==> config.mk <==
export PLATFORM = sky130hd
export DESIGN_NAME = alaw_serial_rx
export DESIGN_NICKNAME = d
export VERILOG_FILES = /design/src/rtl/alaw_serial_rx.sv
export SDC_FILE = /design/constraint.sdc
export NUM_CORES = 1
export LEC_CHECK = 0
export BUFFER_PORTS_ARGS = -buffer_cell sky130_fd_sc_hd__buf_2
export CAP_MARGIN = 20
export CELL_PAD_IN_SITES_DETAIL_PLACEMENT = 1
export CELL_PAD_IN_SITES_GLOBAL_PLACEMENT = 2
export CORE_AREA = 2 2 92 112
export CTS_BUF_LIST = sky130_fd_sc_hd__clkbuf_4
export CTS_CLUSTER_SIZE = 16
export DETAILED_ROUTE_END_ITERATION = 8
export DIE_AREA = 0 0 94 114
export HOLD_SLACK_MARGIN = 0.03
export PLACE_DENSITY = 0.95
export SLEW_MARGIN = 10
export SYNTH_ARGS = -nofsm -noshare
export SYNTH_HDL_FRONTEND = slang
export SYNTH_SLANG_ARGS = --single-unit
==> constraint.sdc <==
create_clock -name clk -period 4.9 [get_ports clk]
set_clock_uncertainty 0.2 [all_clocks]
set_input_delay 1.47 -clock clk [delete_from_list [all_inputs] [get_ports clk]]
set_output_delay 1.47 -clock clk [all_outputs]
set_load 0.005 [all_outputs]
==> src/rtl/alaw_serial_rx.sv <==
// Serial G.711 A-law receiver: frames 8-bit codes on fsync, expands them to
// 13-bit sign-magnitude samples and queues them behind a valid/ready port.
// Optional line even-bit inversion: define ALAW_RX_XOR_EN.
module alaw_serial_rx #(
    parameter int FIFO_DEPTH = 4
) (
    input  logic        clk,
    input  logic        rst,
    input  logic        bit_en,
    input  logic        sdata,
    input  logic        fsync,
    output logic        out_valid,
    input  logic        out_ready,
    output logic [12:0] out_lin,
    output logic [7:0]  out_code,
    output logic        overflow,
    output logic        frame_err,
    input  logic        err_clr
);

    localparam int PTR_W = (FIFO_DEPTH > 1) ? $clog2(FIFO_DEPTH) : 1;
    localparam int CNT_W = PTR_W + 1;
    localparam logic [CNT_W-1:0] FULL_CNT = CNT_W'(FIFO_DEPTH);

`ifdef ALAW_RX_XOR_EN
    localparam logic [7:0] XOR_MASK = 8'h55;
`else
    localparam logic [7:0] XOR_MASK = 8'h00;
`endif

    typedef enum logic {IDLE, SHIFT} state_t;

    state_t     state_reg, state_next;
    logic [3:0] count_reg, count_next;
    logic [6:0] shreg_reg, shreg_next;
    logic       push;
    logic       frame_err_set;
    logic [7:0] rx_byte;

    always_ff @(posedge clk) begin
        if (rst) begin
            state_reg <= IDLE;
            count_reg <= 4'd0;
            shreg_reg <= 7'd0;
        end else begin
            state_reg <= state_next;
            count_reg <= count_next;
            shreg_reg <= shreg_next;
        end
    end

    // An fsync strobe always restarts the byte, whether idle or mid-byte.
    always_comb begin
        state_next = state_reg;
        count_next = count_reg;
        shreg_next = shreg_reg;
        if (bit_en) begin
            case (state_reg)
                IDLE: begin
                    if (fsync) begin
                        shreg_next = {6'd0, sdata};
                        count_next = 4'd1;
                        state_next = SHIFT;
                    end
                end
                SHIFT: begin
                    if (fsync) begin
                        shreg_next = {6'd0, sdata};
                        count_next = 4'd1;
                    end else if (count_reg == 4'd7) begin
                        shreg_next = {shreg_reg[5:0], sdata};
                        count_next = 4'd0;
                        state_next = IDLE;
                    end else begin
                        shreg_next = {shreg_reg[5:0], sdata};
                        count_next = count_reg + 4'd1;
                    end
                end
                default: state_next = IDLE;
            endcase
        end
    end

    always_comb begin
        push          = 1'b0;
        frame_err_set = 1'b0;
        if (bit_en && state_reg == SHIFT) begin
            if (fsync)
                frame_err_set = 1'b1;
            else if (count_reg == 4'd7)
                push = 1'b1;
        end
        rx_byte = {shreg_reg, sdata} ^ XOR_MASK;
    end

    // Expansion: code s eee mmmm -> sign ~s, magnitude {1,m,1} << (e-1), or {m,1} for e=0.
    logic [2:0]  dec_exp;
    logic [3:0]  dec_man;
    logic [11:0] dec_base;
    logic [11:0] dec_mag;
    logic [12:0] dec_lin;

    always_comb begin
        dec_exp  = rx_byte[6:4];
        dec_man  = rx_byte[3:0];
        dec_base = {6'd0, 1'b1, dec_man, 1'b1};
        if (dec_exp == 3'd0)
            dec_mag = {7'd0, dec_man, 1'b1};
        else
            dec_mag = dec_base << (dec_exp - 3'd1);
        dec_lin = {~rx_byte[7], dec_mag};
    end

    logic [PTR_W-1:0] wr_ptr_reg, rd_ptr_reg;
    logic [CNT_W-1:0] fill_reg;
    logic [12:0]      lin_mem  [FIFO_DEPTH];
    logic [7:0]       code_mem [FIFO_DEPTH];
    logic             full;
    logic             pop;
    logic             push_ok;

    assign full    = (fill_reg == FULL_CNT);
    assign pop     = out_valid && out_ready;
    assign push_ok = push && (!full || pop);

    always_ff @(posedge clk) begin
        if (push_ok) begin
            lin_mem[wr_ptr_reg]  <= dec_lin;
            code_mem[wr_ptr_reg] <= rx_byte;
        end
    end

    always_ff @(posedge clk) begin
        if (rst) begin
            wr_ptr_reg <= '0;
            rd_ptr_reg <= '0;
            fill_reg   <= '0;
        end else begin
            if (push_ok)
                wr_ptr_reg <= wr_ptr_reg + PTR_W'(1);
            if (pop)
                rd_ptr_reg <= rd_ptr_reg + PTR_W'(1);
            case ({push_ok, pop})
                2'b10:   fill_reg <= fill_reg + CNT_W'(1);
                2'b01:   fill_reg <= fill_reg - CNT_W'(1);
                default: fill_reg <= fill_reg;
            endcase
        end
    end

    // Head is gated so the outputs read zero (not stale storage) while empty.
    assign out_valid = (fill_reg != '0);
    assign out_lin   = out_valid ? lin_mem[rd_ptr_reg]  : 13'd0;
    assign out_code  = out_valid ? code_mem[rd_ptr_reg] : 8'd0;

    always_ff @(posedge clk) begin
        if (rst) begin
            overflow  <= 1'b0;
            frame_err <= 1'b0;
        end else begin
            if (push && full && !pop)
                overflow <= 1'b1;
            else if (err_clr)
                overflow <= 1'b0;
            if (frame_err_set)
                frame_err <= 1'b1;
            else if (err_clr)
                frame_err <= 1'b0;
        end
    end

endmodule

Word level (Yosys, flattened, before mapping) --
Memories as Yosys holds them, arrays and structs flattened. A register that Yosys moved wholly into a read port is not among the register bits. Index checks and enable logic that the tools add are counted. Widths: inputs -> output; s select.
Word-level totals: logic and storage cells 66, input port bits 7, register bits after elaboration 21, output and inout bits 24, bits in latches 0, memories 2, bits in writable memories 84, ROM bits 0
Cells by class: equality and inequality tests 5, muxes and demuxes 28, $mul 0, shift-type cells 1, div/mod/pow operators 0, reduce and logical (&&, ||, !) cells 14, add/sub/neg operators 6, magnitude comparators 0, bitwise logic cells 2
Memory list:
- lin_mem | words 4, bits a word 13, read ports 1, clocked after Yosys merged registers in 1, write ports 1, line 116 | logic [12:0] lin_mem [FIFO_DEPTH];
- code_mem | words 4, bits a word 8, read ports 1, clocked after Yosys merged registers in 1, write ports 1, line 117 | logic [7:0] code_mem [FIFO_DEPTH];
Operators with widths (number):
- $mux 7 | 2
- $pmux 7 s2 | 1
- $mux 13 | 1
- $mux 1 | 12
- $mux 12 | 1
- $mux 4 | 3
- $shl 6x3->12 | 1
- $mux 2 | 4
- $mux 8 | 1
- $pmux 4 s2 | 1
- $pmux 3 s2 | 1
- $reduce_bool 2->1 | 3
- $sub 3x1->3 const B | 2
- $logic_and 1x1->1 | 5
- $add 2x1->2 const B | 2
- $add 4x1->4 const B | 1
- $eq 4x3->1 const B | 1
- $add 3x1->3 const B | 1
- $eq 3x3->1 const B | 1
- $logic_not 3->1 | 1
- $reduce_bool 3->1 | 1
- $eq 2x1->1 const B | 1
- $eq 2x2->1 const B | 1
- $logic_not 1->1 | 2
- other kinds (5) | 6

Longest topological paths before layout --
Gate-level depths: netlist (run 1).
word-level depth 7, mapped depth 8, mapped depth without buffers 8

Worst setup path before layout (run 1) --
Ideal clock, no wire load.
path kind input port to flip-flop, start point input port bit_en, end point register fill_reg[2], arrival 3010 ps, setup time 121 ps, data required time 4579 ps, path slack 1568 ps, cell stages on the path 8, cells stage by stage buf_2 -> and3b_1 -> a21oi_2 -> inv_1 -> fa_1 -> a21oi_2 -> a22oi_2 -> mux2_4
On the way: word-level cells in the longest chain between the ends 5, elaborated cells on any way between the ends 7, classes of those cells eq/ne: 2; mux: 2; reduce/logical: 3
RTL lines:
- from (decl) | line 9 | input logic bit_en,
- $logic_and 1x1->1 * | line 87 | if (bit_en && state_reg == SHIFT) begin
- $mux 1 * | line 87
- $logic_and 1x1->1 * | line 124 | assign push_ok = push && (!full || pop);
- $eq 2x1->1 / $eq 2x2->1 (equally long branches) | line 143 | case ({push_ok, pop})
- $pmux 3 s2 / $reduce_bool 2->1 (equally long branches)
- to (signal assigned) | line 144 | 2'b10: fill_reg <= fill_reg + CNT_W'(1);
- to (signal assigned) | line 145 | 2'b01: fill_reg <= fill_reg - CNT_W'(1);
- to (signal assigned) | line 146 | default: fill_reg <= fill_reg;
- to (decl) | line 115 | logic [CNT_W-1:0] fill_reg;
Every way passes the cells marked *; elsewhere a longest branch is shown, timed or not. A chain may end at the register's enable or synchronous reset.

==> run metrics, run 1 <==
Port Buffer Count=30; Die X=94 µm; Leakage Power=1.699 nW; top cells by area, synth=edfxtp_1 55%, mux4_2 10%, dfxtp_1 10%; Routed WL=8883 µm; Chip Height=114 µm; I/O pin count=31; Congestion Overflow GR=0; final worst slack=1.087 ns; most common cell after layout, fill and taps aside=edfxtp_1; worst hold start=count_reg[3]$_SDFFE_PP0P_; Clock Tree Buf Depth=2; FP Rows=40; flop-to-flop setup slack=2.03 ns; status=finished clean; cell accounting for the most synthesized area=edfxtp_1; synthesized netlist cell count=309; Synth async-reset ratio=0; Ant. Diodes=0; Post-synth EDFFs=84; Synth Area per Inst=14.90 µm²; Sink Count=107; worst hold path type=flop to flop; Mapped Area=4603 µm²; cells on worst reg2reg path=5; max_cap viols=0; most frequent cells in the layout=84 x edfxtp_1, 30 x buf_2, 25 x nor2_1, 25 x and2_1, 23 x dfxtp_1; Hold Violations, Final=0; post_cts resized=0; Synth Net Count=325; DP Worst Slack=1.210 ns; buffer type at the clock tree root=clkbuf_4; first-pass GRT wire length=14310 µm; Fin Setup TNS=0 ns; max reg flops=52; initial core utilization=0.4717; proportion of synthesized chip area in sequential cells=0.6480; GRT Util Overall=0.1821; RR Endpoint=lin_mem[0][3]$_DFFE_PP_; Final Critical Period=3.813 ns; Crit Reg-Reg Startpoint=shreg_reg[3]$_SDFFE_PP0P_; CP Launch Type=flop; Netlist cell types=44; gpl congestion=0.7403; Routed met3 length=264 µm; final worst-path cycle share=0.7782; crit end category=output port; Warnings, synthesis=0; DRC Markers=0; fillcell total=983; post-cts hold buffer count=0; WL per Instance=18.86 µm; Hold Path End=count_reg[3]$_SDFFE_PP0P_; routed wl met2=4586 µm; Top FF cell, synth=edfxtp_1; Worst-Margin Slew=0.8223 ns; NumNets Final=356; drt pass-1 iters=4; count of state elements after synthesis=107; WP data arrival=2.14 ns; fmax=0.2622 GHz; Critical Path Fanout Max=13; highest layer used for signal routing=met4; Worst slew margin=0.4518; crit path kind=flop to output port; H-tree Lvls=3; DP Wirelength=5919 µm; die footprint=10720 µm²; Routed Antenna Nets=0; largest net degree at the start of global routing=26; PwrDens=290.2 nW/µm²; top-area cell type share of the netlist area=0.5480; Worst VDD drop=0.1301 mV; initial DRC count=146; # setup viols final=0; Area growth, synth to finish=9.350%; number of post-CTS setup repair buffers=0; CTS tree=yes; Inserted Clock Buffers=9; clock slew at reported path FFs=0.16 ns; RSZ-0062 raised after global routing=false; max-slew violations=0; required time of the critical path=3.23 ns; routed length on met1=3742 µm; hold-critical path depth=2; worst skew pair latency=0.47 ns; share of cells above drive strength 1=0.2435; vias per inst=5.495; via count=2588; Core ar.=9759 µm²; initial antenna violation count=0; vias in the first global route=2731
-- per-stage QoR --
stage / utilization / area, µm² / instances / power (mW) / hold WS [ns]
finish: 0.5158 / 5034 / 471 / 1.461 / 0.2996
global route: 0.5158 / 5034 / 471 / 1.512 / 0.3275
CTS: 0.5146 / 5022 / 470 / 1.477 / 0.3019
detailed placement: 0.4991 / 4871 / 454 / 1.017 / 0.2785
global placement: 0.4991 / 4871 / 454 / 1.015 / 0.2618
floorplan: - / 4603 / 309 / 1.007 / 0.2433
-- cells by family after synthesis --
kind of cell             Yosys count  share of synthesized area
flip-flops                       107                     0.6480
buffers and inverters             28                    0.02664
AO/OA/AOI/OAI                     48                    0.07149
XOR/XNOR                           3                   0.005709
adder cells (fa/ha/maj)            9                    0.02610
AND/OR/NAND/NOR                   86                     0.1027
multiplexers                      28                     0.1193
-- layout make-up --
class	count	area, µm²	area share
repair buffers	36	198.9	0.03952
flip-flops and latches	107	2983	0.5926
well taps	126	157.7	0.03132
clock buffers	9	67.56	0.01342
multi-input cells	174	1498	0.2975
inverters	12	45.04	0.008949
clock inverters	7	83.83	0.01665
-- synth_stat cells (5+ instances only) --
cell and number:
edfxtp_1 84, and2_1 25, nor2_1 25, dfxtp_1 23, mux4_2 21, nand2_1 13, inv_1 12, a21oi_1 11
o21ai_0 10, a22oi_1 8, buf_2 8, ha_1 8, clkbuf_1 7, mux2i_1 5, nor3_1 5
-- worst max-delay path by stage --
| stage | slack (ns) | start | end |
|---|---|---|---|
| floorplan | 1.57 | bit_en | fill_reg[2]$_SDFFE_PP0P_ |
| detailed placement | 1.21 | fsync | fill_reg[2]$_SDFFE_PP0P_ |
| CTS | 0.84 | flop | out_lin[4] |
| finish | 1.09 | flop | out_lin[5] |
| global route | 0.96 | flop | out_lin[1] |
| global placement | 1.31 | bit_en | fill_reg[2]$_SDFFE_PP0P_ |
-- worst max-delay path: stages (launching register included) --
cell and delay [ns]:
dfxtp_1 0.80, buf_6 0.25, mux4_2 0.32, and2_1 0.17, buf_2 0.12
-- routing by layer --
layer,track usage,up-vias
met2,0.3062,48
met4,0.09855,0
met5,0,-
met1,0.2184,1302
li1,-,1219
met3,0.03831,19
-- power by group --
| part | total (mW) | switching [mW] | internal, mW | leakage (nW) |
|---|---|---|---|---|
| logic | 0.0238 | 0.0159 | 0.00799 | 0.693 |
| registers | 0.973 | 0.00370 | 0.969 | 0.927 |
| clock network | 0.464 | 0.300 | 0.165 | 0.0790 |
No activity file was read; power rests on OpenSTA's default activity.
==> run 2, diff against run 1 <==
- CORE_AREA: 2 2 92 112 -> 2 2 96 116
- DIE_AREA: 0 0 94 114 -> 0 0 98 118
- PLACE_DENSITY: 0.95 -> 0.9
- clock period: 4.9 -> 3.8 ns (I/O delays scaled with it)
==> run 2 against run 1 <==
Register-to-register slack worse by 1.0 ns; power is 27% higher; largest power group unchanged; highest routed layer unchanged; sequential share of layout area is 0.089 points higher; routed wire length is 2.9% lower.
==> run metrics, run 2 (synthesis results as in run 1) <==
Multi-input gate area=1498 µm² (unchanged); first-pass GRT wire length=14280 µm (-0.19%); Worst slew margin=0.4055 (-0.04629); placed cell area=4882 µm² (+0.23%); fmax=0.2949 GHz; PwrDens=370.4 nW/µm² (+28%); share of cells above drive strength 1=0.2435 (unchanged); drt pass-1 iters=4 (unchanged); Port Buffer Count=30 (unchanged); gpl congestion=0.7741 (+4.6%); clock slew at reported path FFs=0.15 ns (about the same); WL per Instance=18.19 µm (-3.5%); worst hold start=count_reg[3]$_SDFFE_PP0P_; Routed Antenna Nets=0 (unchanged); Worst-Margin Slew=0.8918 ns (+0.06943 ns); max-slew violations=0 (unchanged); post_cts resized=0 (unchanged); RR Endpoint=lin_mem[0][3]$_DFFE_PP_; Worst VDD drop=0.1451 mV (+12%); initial antenna violation count=0 (unchanged); worst skew pair latency=0.46 ns (about the same); hold-critical path depth=2 (unchanged); DP Worst Slack=0.4546 ns (-0.7556 ns); vias in the first global route=2700 (-1.1%); NumNets Final=356 (unchanged); crit end category=output port; WP data arrival=2.05 ns (-0.09 ns); Leakage Power=1.697 nW (about the same); Fin Setup TNS=0 ns (unchanged); GRT Util Overall=0.1613 (-0.02084); RSZ-0062 raised after global routing=false; Critical Path Fanout Max=21 (+8); initial core utilization=0.4420 (-0.02964); via count=2554 (-1.3%); Sink Count=107 (unchanged); Crit Reg-Reg Startpoint=shreg_reg[3]$_SDFFE_PP0P_; Die X=98 µm (+4.3%); final worst slack=0.4085 ns (-0.6783 ns); # setup viols final=0 (unchanged); DRC Markers=0 (unchanged); final worst-path cycle share=0.8925; cells on worst reg2reg path=5 (unchanged); number of post-CTS setup repair buffers=0 (unchanged); required time of the critical path=2.46 ns (-0.77 ns); Congestion Overflow GR=0 (unchanged); largest net degree at the start of global routing=26 (unchanged); Final Critical Period=3.392 ns; max reg flops=52 (unchanged); post-cts hold buffer count=0 (unchanged); Inserted Clock Buffers=9 (unchanged); Clock Tree Buf Depth=2 (unchanged); die footprint=11560 µm² (+7.9%); H-tree Lvls=3 (unchanged); CP Launch Type=flop; Core ar.=10410 µm² (+6.7%); Chip Height=118 µm (+3.5%); CTS tree=yes; status=finished clean; Core Util, Final=0.4826 (-0.03313); DP Wirelength=5644 µm (-4.6%); flop-to-flop setup slack=0.99 ns (-1.04 ns); Area growth, synth to finish=9.187%; crit path kind=flop to output port; FF+latch area=2983 µm² (unchanged); Hold Path End=count_reg[3]$_SDFFE_PP0P_; most frequent cells in the layout=84 x edfxtp_1, 30 x buf_2, 25 x nor2_1, 25 x and2_1, 23 x dfxtp_1; Routed WL=8624 µm (-2.9%); Layout Cell Area excl Fill=5026 µm² (-0.15%); I/O pin count=31 (unchanged); FP Rows=41 (+2.5%); worst hold path type=flop to flop; most common cell after layout, fill and taps aside=edfxtp_1; vias per inst=5.388 (-1.9%); Ant. Diodes=0 (unchanged); buffer type at the clock tree root=clkbuf_4; Hold Violations, Final=0 (unchanged); fillcell total=1047 (+6.5%); initial DRC count=185 (+27%); max_cap viols=0 (unchanged)
## run 2: final cells by class
type,instances,share of cell area
tap,129,0.03211
inverter,12,0.008962
clock inverter,7,0.01519
multi-input combinational,174,0.2980
clock buffer,9,0.01344
sequential,107,0.5935
timing repair buffer,36,0.03883
## run 2: how the worst max path moves through the flow
| stage | cells after the start | endpoint | from |
|---|---|---|---|
| after CTS | 3 | out_lin[12] | fill_reg[0]$_SDFFE_PP0P_ |
| final | 4 | out_code[5] | flop |
| after floorplan | 8 | fill_reg[2]$_SDFFE_PP0P_ | bit_en |
| after global routing | 3 | out_code[6] | fill_reg[0]$_SDFFE_PP0P_ |
| after global placement | 8 | fill_reg[2]$_SDFFE_PP0P_ | bit_en |
| after detailed placement | 8 | fill_reg[2]$_SDFFE_PP0P_ | bit_en |
## run 2: routing by layer
layer,share of wire,vias to the layer above,track usage
li1,-,1224,-
met1,0.41,1278,0.1862
met2,0.55,44,0.2902
met3,0.031,8,0.02672
met4,0.011,0,0.07292
met5,0,-,0
## run 2: worst max-delay path: stages, from the launching register on
cell and delay [ns]:
dfxtp_1 0.34, buf_4 0.37, mux4_2 0.56, and2_1 0.17, buf_2 0.12
## run 2: where the power goes
part	leakage, nW	internal, mW	total (mW)	switching (mW)
clock	0.0782	0.207	0.577	0.371
sequential	0.927	1.25	1.25	0.00495
combinational	0.692	0.0102	0.0303	0.0201
total	1.70	1.47	1.86	0.396
## run 2: metrics by stage
stage / hold slack, ns / total power [mW] / cells
4_1_cts: 0.3062 / 1.880 / 474
3_3_place_gp: 0.2614 / 1.309 / 458
2_1_floorplan: 0.2433 / 1.298 / 309
3_5_place_dp: 0.2821 / 1.311 / 458
5_1_grt: 0.3322 / 1.927 / 474
6_report: 0.3062 / 1.862 / 474
